File: config.mk
export PLATFORM = sky130hd
export DESIGN_NAME = piso_serializer
export DESIGN_NICKNAME = d
export VERILOG_FILES = /design/src/rtl/serial_pkg.sv /design/src/rtl/bit_counter.sv /design/src/rtl/piso_serializer.sv
export SDC_FILE = /design/constraint.sdc
export NUM_CORES = 1
export LEC_CHECK = 0
export CAP_MARGIN = 40
export CORE_UTILIZATION = 48
export CTS_CLUSTER_SIZE = 40
export DETAILED_ROUTE_END_ITERATION = 12
export HOLD_SLACK_MARGIN = 0.02
export PLACE_DENSITY_LB_ADDON = 0.1
export SETUP_SLACK_MARGIN = 0.4
export SYNTH_ARGS = -nofsm -noshare
export SYNTH_HDL_FRONTEND = slang
export SYNTH_SLANG_ARGS = --single-unit
File: constraint.sdc
create_clock -name i_CLK -period 1.5 [get_ports i_CLK]
set_clock_uncertainty 0.05 [all_clocks]
set_input_delay 0.15 -clock i_CLK [delete_from_list [all_inputs] [get_ports i_CLK]]
set_output_delay 0.15 -clock i_CLK [all_outputs]
set_load 0.005 [all_outputs]
File: src/rtl/serial_pkg.sv
// Shared types and sizing helpers for the serial test/config link (PISO transmitter side).
// SERIAL_PARITY_EN appends an even-parity bit after the data bits of every frame.
package serial_pkg;

  typedef enum logic {
    IDLE  = 1'b0,
    SHIFT = 1'b1
  } state_t;

  function automatic int cnt_width(input int n);
    return $clog2(n + 1);
  endfunction

  function automatic int frame_len(input int width);
`ifdef SERIAL_PARITY_EN
    return width + 1;
`else
    return width;
`endif
  endfunction

endpackage

File: src/rtl/bit_counter.sv
// Enable-gated up-counter with synchronous clear; tc flags the terminal value LAST.
// Holds at LAST instead of wrapping, so the frame index can never run past the last bit.
module bit_counter #(
  parameter int CNT_W = 4,
  parameter int LAST  = 9
) (
  input  logic clk,
  input  logic rst,
  input  logic clr,
  input  logic en,
  output logic tc
);

  logic [CNT_W-1:0] cnt_q;
  logic [CNT_W-1:0] cnt_d;

  assign tc = (cnt_q == CNT_W'(LAST));

  always_comb begin
    cnt_d = cnt_q;
    if (clr) begin
      cnt_d = '0;
    end else if (en && !tc) begin
      cnt_d = cnt_q + CNT_W'(1);
    end
  end

  always_ff @(posedge clk) begin
    if (rst) begin
      cnt_q <= '0;
    end else begin
      cnt_q <= cnt_d;
    end
  end

endmodule

File: src/rtl/piso_serializer.sv
// Parallel-in serial-out transmitter, LSB first, one bit per enabled cycle; first bit 1 cycle after load.
// Optional SERIAL_PARITY_EN: even parity of the word is sent as a trailing frame bit.
module piso_serializer
  import serial_pkg::*;
#(
  parameter int WIDTH = 10
) (
  input  logic             i_CLK,
  input  logic             i_RST,
  input  logic             i_VALID,
  input  logic [WIDTH-1:0] i_DATA,
  output logic             o_READY,
  input  logic             i_EN,
  output logic             o_SO,
  output logic             o_SO_VALID,
  output logic             o_DONE
);

  localparam int FRAME_LEN = frame_len(WIDTH);
  localparam int CNT_W     = cnt_width(WIDTH);

  state_t               state_q, state_d;
  logic [FRAME_LEN-1:0] shreg_q, shreg_d;
  logic                 done_q, done_d;
  logic                 cnt_clr;
  logic                 cnt_en;
  logic                 cnt_tc;

  bit_counter #(
    .CNT_W (CNT_W),
    .LAST  (FRAME_LEN - 1)
  ) u_bit_counter (
    .clk (i_CLK),
    .rst (i_RST),
    .clr (cnt_clr),
    .en  (cnt_en),
    .tc  (cnt_tc)
  );

  always_comb begin
    state_d = state_q;
    shreg_d = shreg_q;
    done_d  = 1'b0;
    cnt_clr = 1'b0;
    cnt_en  = 1'b0;
    case (state_q)
      IDLE: begin
        if (i_VALID) begin
`ifdef SERIAL_PARITY_EN
          shreg_d = {^i_DATA, i_DATA};
`else
          shreg_d = i_DATA;
`endif
          cnt_clr = 1'b1;
          state_d = SHIFT;
        end
      end
      SHIFT: begin
        // With i_EN low nothing moves, so the current bit stays on o_SO.
        if (i_EN) begin
          shreg_d = shreg_q >> 1;
          if (cnt_tc) begin
            cnt_clr = 1'b1;
            done_d  = 1'b1;
            state_d = IDLE;
          end else begin
            cnt_en = 1'b1;
          end
        end
      end
      default: state_d = IDLE;
    endcase
  end

  always_ff @(posedge i_CLK) begin
    if (i_RST) begin
      state_q <= IDLE;
      shreg_q <= '0;
      done_q  <= 1'b0;
    end else begin
      state_q <= state_d;
      shreg_q <= shreg_d;
      done_q  <= done_d;
    end
  end

  assign o_READY    = (state_q == IDLE);
  assign o_SO_VALID = (state_q == SHIFT);
  assign o_SO       = (state_q == SHIFT) & shreg_q[0];
  assign o_DONE     = done_q;

endmodule
* Word-level counts from Yosys, hierarchy flattened
Index checks and enable logic that the tools add are counted.
Operators by class: reduce and logical (&&, ||, !) cells 5, bitwise gates (word level) 2, multiplexer cells 12, equal/unequal tests 3, add/subtract/negate cells 1
Operator list (count):
- $mux W10 | 2
- $pmux W10 S2 | 1
- $mux W1 | 7
- $add A4 B1 Y4 const B | 1
- $eq A4 B4 Y1 const B | 1
- $ne A2 B2 Y1 const B | 2
- $pmux W1 S2 | 2
- $reduce_or A2 Y1 | 2
- $reduce_and A2 Y1 | 1
- $and A1 B1 Y1 | 1
- $logic_and A1 B1 Y1 | 1
- $logic_not A1 Y1 | 1
- $not A1 Y1 | 1
Storage, ports and cells: input bits 14, bits in registers 16

* Logic depth before layout (Yosys ltp)
word-level depth 5, depth in mapped cells 5, mapped depth without buffers 5

* Cells and area by module
A second synthesis with hierarchy kept.
Second synthesis, totals: cell total of the unflattened synthesis 81, area, all modules 820.8 µm²
By module, submodules not included:
- piso_serializer | instances 1, sequential area each 240.2 µm², area an instance 601.8 µm², cells an instance 58
- bit_counter | instances 1, sequential area each 80.1 µm², area an instance 219.0 µm², cells an instance 23

* Worst setup path before layout
OpenSTA, ideal clock, no wires.
path kind flip-flop to flip-flop, from register state_q (netlist: o_SO_VALID), to register shreg_q[4], data arrival time 1.053 ns, cell stages (with the launch flop) 5, setup slack 0.253 ns, required time 1.306 ns, period minus slack after synthesis 1.247 ns, path through dfxtp_1 mux2_4 buf_8 nor2_1 a211oi_2
On the way: word-level cells in the longest chain between the ends 3, elaborated cells on any way between the ends 5, those cells by class 2 x eq/ne; 1 x mux; 1 x bitwise; 1 x reduce/logical
RTL lines:
- start, declared | RTL line piso_serializer.sv:22 | state_t state_q, state_d;
- start signal, assigned | RTL line piso_serializer.sv:81 | state_q <= state_d;
- $not A1 Y1
- $ne A2 B2 Y1 (no source line)
- $reduce_and A2 Y1 (no source line)
- end signal, assigned | RTL line piso_serializer.sv:82 | shreg_q <= shreg_d;
- end, declared | RTL line piso_serializer.sv:23 | logic [FRAME_LEN-1:0] shreg_q, shreg_d;
Parallel ways exist; a longest one is shown, timed or not. A chain may end at the register's enable or synchronous reset.

* Worst setup path after layout
from register u_bit_counter.cnt_q[1], to register u_bit_counter.cnt_q[1]
On the way: word-level cells in the longest chain between the ends 5, elaborated cells on any way between the ends 11, those cells by class 1 x add/sub; 1 x eq/ne; 6 x mux; 3 x reduce/logical
RTL lines:
- start, declared | RTL line bit_counter.sv:14 | logic [CNT_W-1:0] cnt_q;
- start signal, assigned | RTL line bit_counter.sv:32 | cnt_q <= cnt_d;
- $eq A4 B4 Y1 | RTL line bit_counter.sv:17 | assign tc = (cnt_q == CNT_W'(LAST));
- $mux W1 | RTL line piso_serializer.sv:62 | if (cnt_tc) begin
- $mux W1, on equally long branches
- $pmux W1 S2 or $mux W1 (tied branches) | RTL line piso_serializer.sv:46 | case (state_q)
- $reduce_or A2 Y1 (no source line) or $logic_and A1 B1 Y1 (tied branches)
Parallel ways exist; a longest one is shown, timed or not.

==> flow_metrics.env <==
export IMPL_final_cell_area_um2=1270
export IMPL_cts_root_to_sink_buffers=2
export IMPL_grt_start_max_net_pins=11
export IMPL_cts_htree_levels=1
export IMPL_yosysTopAreaCellShare=0.392
export IMPL_largest_cells_by_area_after_synthesis="dfxtp_1, a211oi_2, mux2i_1"
export IMPL_synth_sequential_area_ratio=0.392
export IMPL_finalNetCount=132
export IMPL_final_setup_viol_count=0
export IMPL_initial_antenna_violation_count=0
export IMPL_final_layout_size_suffix_gt1_frac=0.470
export IMPL_worst_setup_hold_path_clk_slew_ns=0.10
export IMPL_flip_flop_and_latch_count_after_synthesis=16
export IMPL_final_setup_tns_ns=0
export IMPL_drt_initial_drc_count=14
export IMPL_place_hpwl_mm=1.07
export IMPL_insertion_delay_ns=0.28
export IMPL_max_slew_margin=0.795
export IMPL_synth_largest_area_cell="dfxtp_1"
export IMPL_final_weighted_congestion_of_routability_driven_global_placement=0.817
export IMPL_power_leakage_nw=0.506
export IMPL_first_global_vias=771
export IMPL_worst_setup_path_start_kind="flop"
export IMPL_detail_route_drc_violations=0
export IMPL_total_power_w=0.00104
export IMPL_number_of_max_cap_violations=0
export IMPL_antenna_cells=0
export IMPL_synth_async_reset_ratio=0
export IMPL_worst_max_slew_pin_slew_ns=0.306
export IMPL_grt_setup_unrepaired="yes"
export IMPL_drt_total_wl_mm=2.12
export IMPL_placement_setup_worst_slack_ns=0.0288
export IMPL_initial_core_util=0.530
export IMPL_cts_buffers=3
export IMPL_syn_num_nets=99
export IMPL_finalHoldViolCount=0
export IMPL_netlist_cell_type_count=28
export IMPL_crit_fanout=7
export IMPL_ant_nets=0
export IMPL_globalRouteTotalUtil=0.257
export IMPL_path_class="reg2reg"
export IMPL_areaGrowthSynthToFinish_pct=56.0
export IMPL_finalCriticalPeriod_ns=1.34
export IMPL_post_synth_cell_area_avg_um2=9.84
export IMPL_dieWidth_um=43.3
export IMPL_hold_path_class="in2reg"
export IMPL_dieArea_um2=1870
export IMPL_num_vias=740
export IMPL_dpl_instance_area_um2=1020
export IMPL_clockRootBuffer="clkbuf_4"
export IMPL_fmax_ghz=0.746
export IMPL_globalRouteOverflowTotal=0
export IMPL_syn_cell_area_um2=817
export IMPL_required_time_of_the_critical_path_ns=1.62
export IMPL_avgViaCountPerCell=5.65
export IMPL_worst_hold_slack_ns=0.437
export IMPL_postLayoutSetupSlackWorst_ns=0.159
export IMPL_setup_worst_path_end_class="flop"
export IMPL_synth_common_cells="dfxtp_1, nor2_1, mux2i_1, a211oi_2, inv_1"
export IMPL_dr_pass1_iters=4
export IMPL_floorplan_die_height_um=43.3
export IMPL_cts_sink_count=16
export IMPL_io_buffers=17
export IMPL_finalMaxSlewViolations=0
export IMPL_boundaryPins=18
export IMPL_max_vdd_ir_drop_mv=0.671
export IMPL_avgRoutedWirePerCell_um=16.2
export IMPL_synthCells=83
export IMPL_core_area_um2=1540
export IMPL_postSynth_topFlopCell="dfxtp_1"
export IMPL_synth_warnings=0
export IMPL_cts_hold_repair_buffers=0
export IMPL_crit_arrival_ns=1.46
export IMPL_outcome="finished clean"
export IMPL_global_route_wire_length_before_repair_mm=3.51
export IMPL_clock_tree_from_tritoncts="yes"
export IMPL_synthMostInstantiatedCell="dfxtp_1"
export IMPL_p_per_area_nw_per_um2=815
export IMPL_placementRows=14
export IMPL_synth_edf_count=0
export IMPL_finalCritPeriodShare=0.894
power by group:
group	internal [W]	switching, W
Clock	0.000147	0.000135
Combinational	0.000150	0.000122
Sequential	0.000452	0.0000308
Total	0.000750	0.000289
area by class of cell:
type / instances / area [µm²]
clock buffer: 4 / 36.3
multi-input combinational: 57 / 571
tap: 16 / 20.0
sequential: 16 / 329
timing repair buffer: 30 / 289
fill: 102 / 267
inverter: 8 / 30.0
placed cells by master (no fill, tap or decap), drive strengths merged:
cell type      count
a211oi            10
a21oi              2
a31o               1
a31oi              1
and2               1
and4               1
buf               16
clkbuf             4
clkdlybuf4s50     12
dfxtp             16
dlygate4sd2        2
ha                 2
inv                8
mux2               4
mux2i             10
nand2              1
nand3              1
nand3b             1
nand4              2
nor2              13
nor3               2
nor3b              1
o21ai              2
o221ai             1
o32a               1
layer usage:
layer	share of wire	track usage
met1	0.42	0.307
met2	0.54	0.469
met3	0.034	0.0298
met4	0.0085	0.0848
met5	0	0
through the flow:
stage           util  instances
2_1_floorplan      -         83
3_3_place_gp   0.660        114
3_5_place_dp   0.660        114
4_1_cts        0.808        131
5_1_grt        0.827        131
6_report       0.827        131
final timing paths:
kind | start | endpoint | slack, ns | depth (start not counted)
setup / recovery | u_bit_counter.cnt_q[1]$_SDFFE_PP0P_ | u_bit_counter.cnt_q[1]$_SDFFE_PP0P_ | 0.16 | 5
hold / removal | i_EN | o_DONE$_SDFF_PP0_ | 0.44 | 3
setup reg to reg | u_bit_counter.cnt_q[1]$_SDFFE_PP0P_ | u_bit_counter.cnt_q[1]$_SDFFE_PP0P_ | 0.16 | 5
hold reg to reg | shreg_q[7]$_SDFFE_PP0P_ | shreg_q[7]$_SDFFE_PP0P_ | 0.48 | 2
logic make-up after synthesis:
family | synth area share
flops | 0.392
buf+inv | 0.0888
simple gates | 0.135
fa+ha+maj | 0.0306
compound gates | 0.213
mux | 0.141
flip-flops by register name, summed over array words and instances, names as in the netlist:
register,count
o_DONE,1
u_bit_counter.cnt_q,4
shreg_q,10
o_SO_VALID,1
timing repair:
action	in CTS	in global routing
setup buffers	10	0
pin swaps	4	4
setup endpoints to repair	19	19
gates resized for setup	40	9
cloned	3	0
critical path: stages (launching register included):
cell	delay [ns]
dfxtp_2	0.34
inv_2	0.07
ha_4	0.13
nand3b_1	0.23
o221ai_2	0.33
nor3_1	0.07
Power figures use the tool's default switching activity.
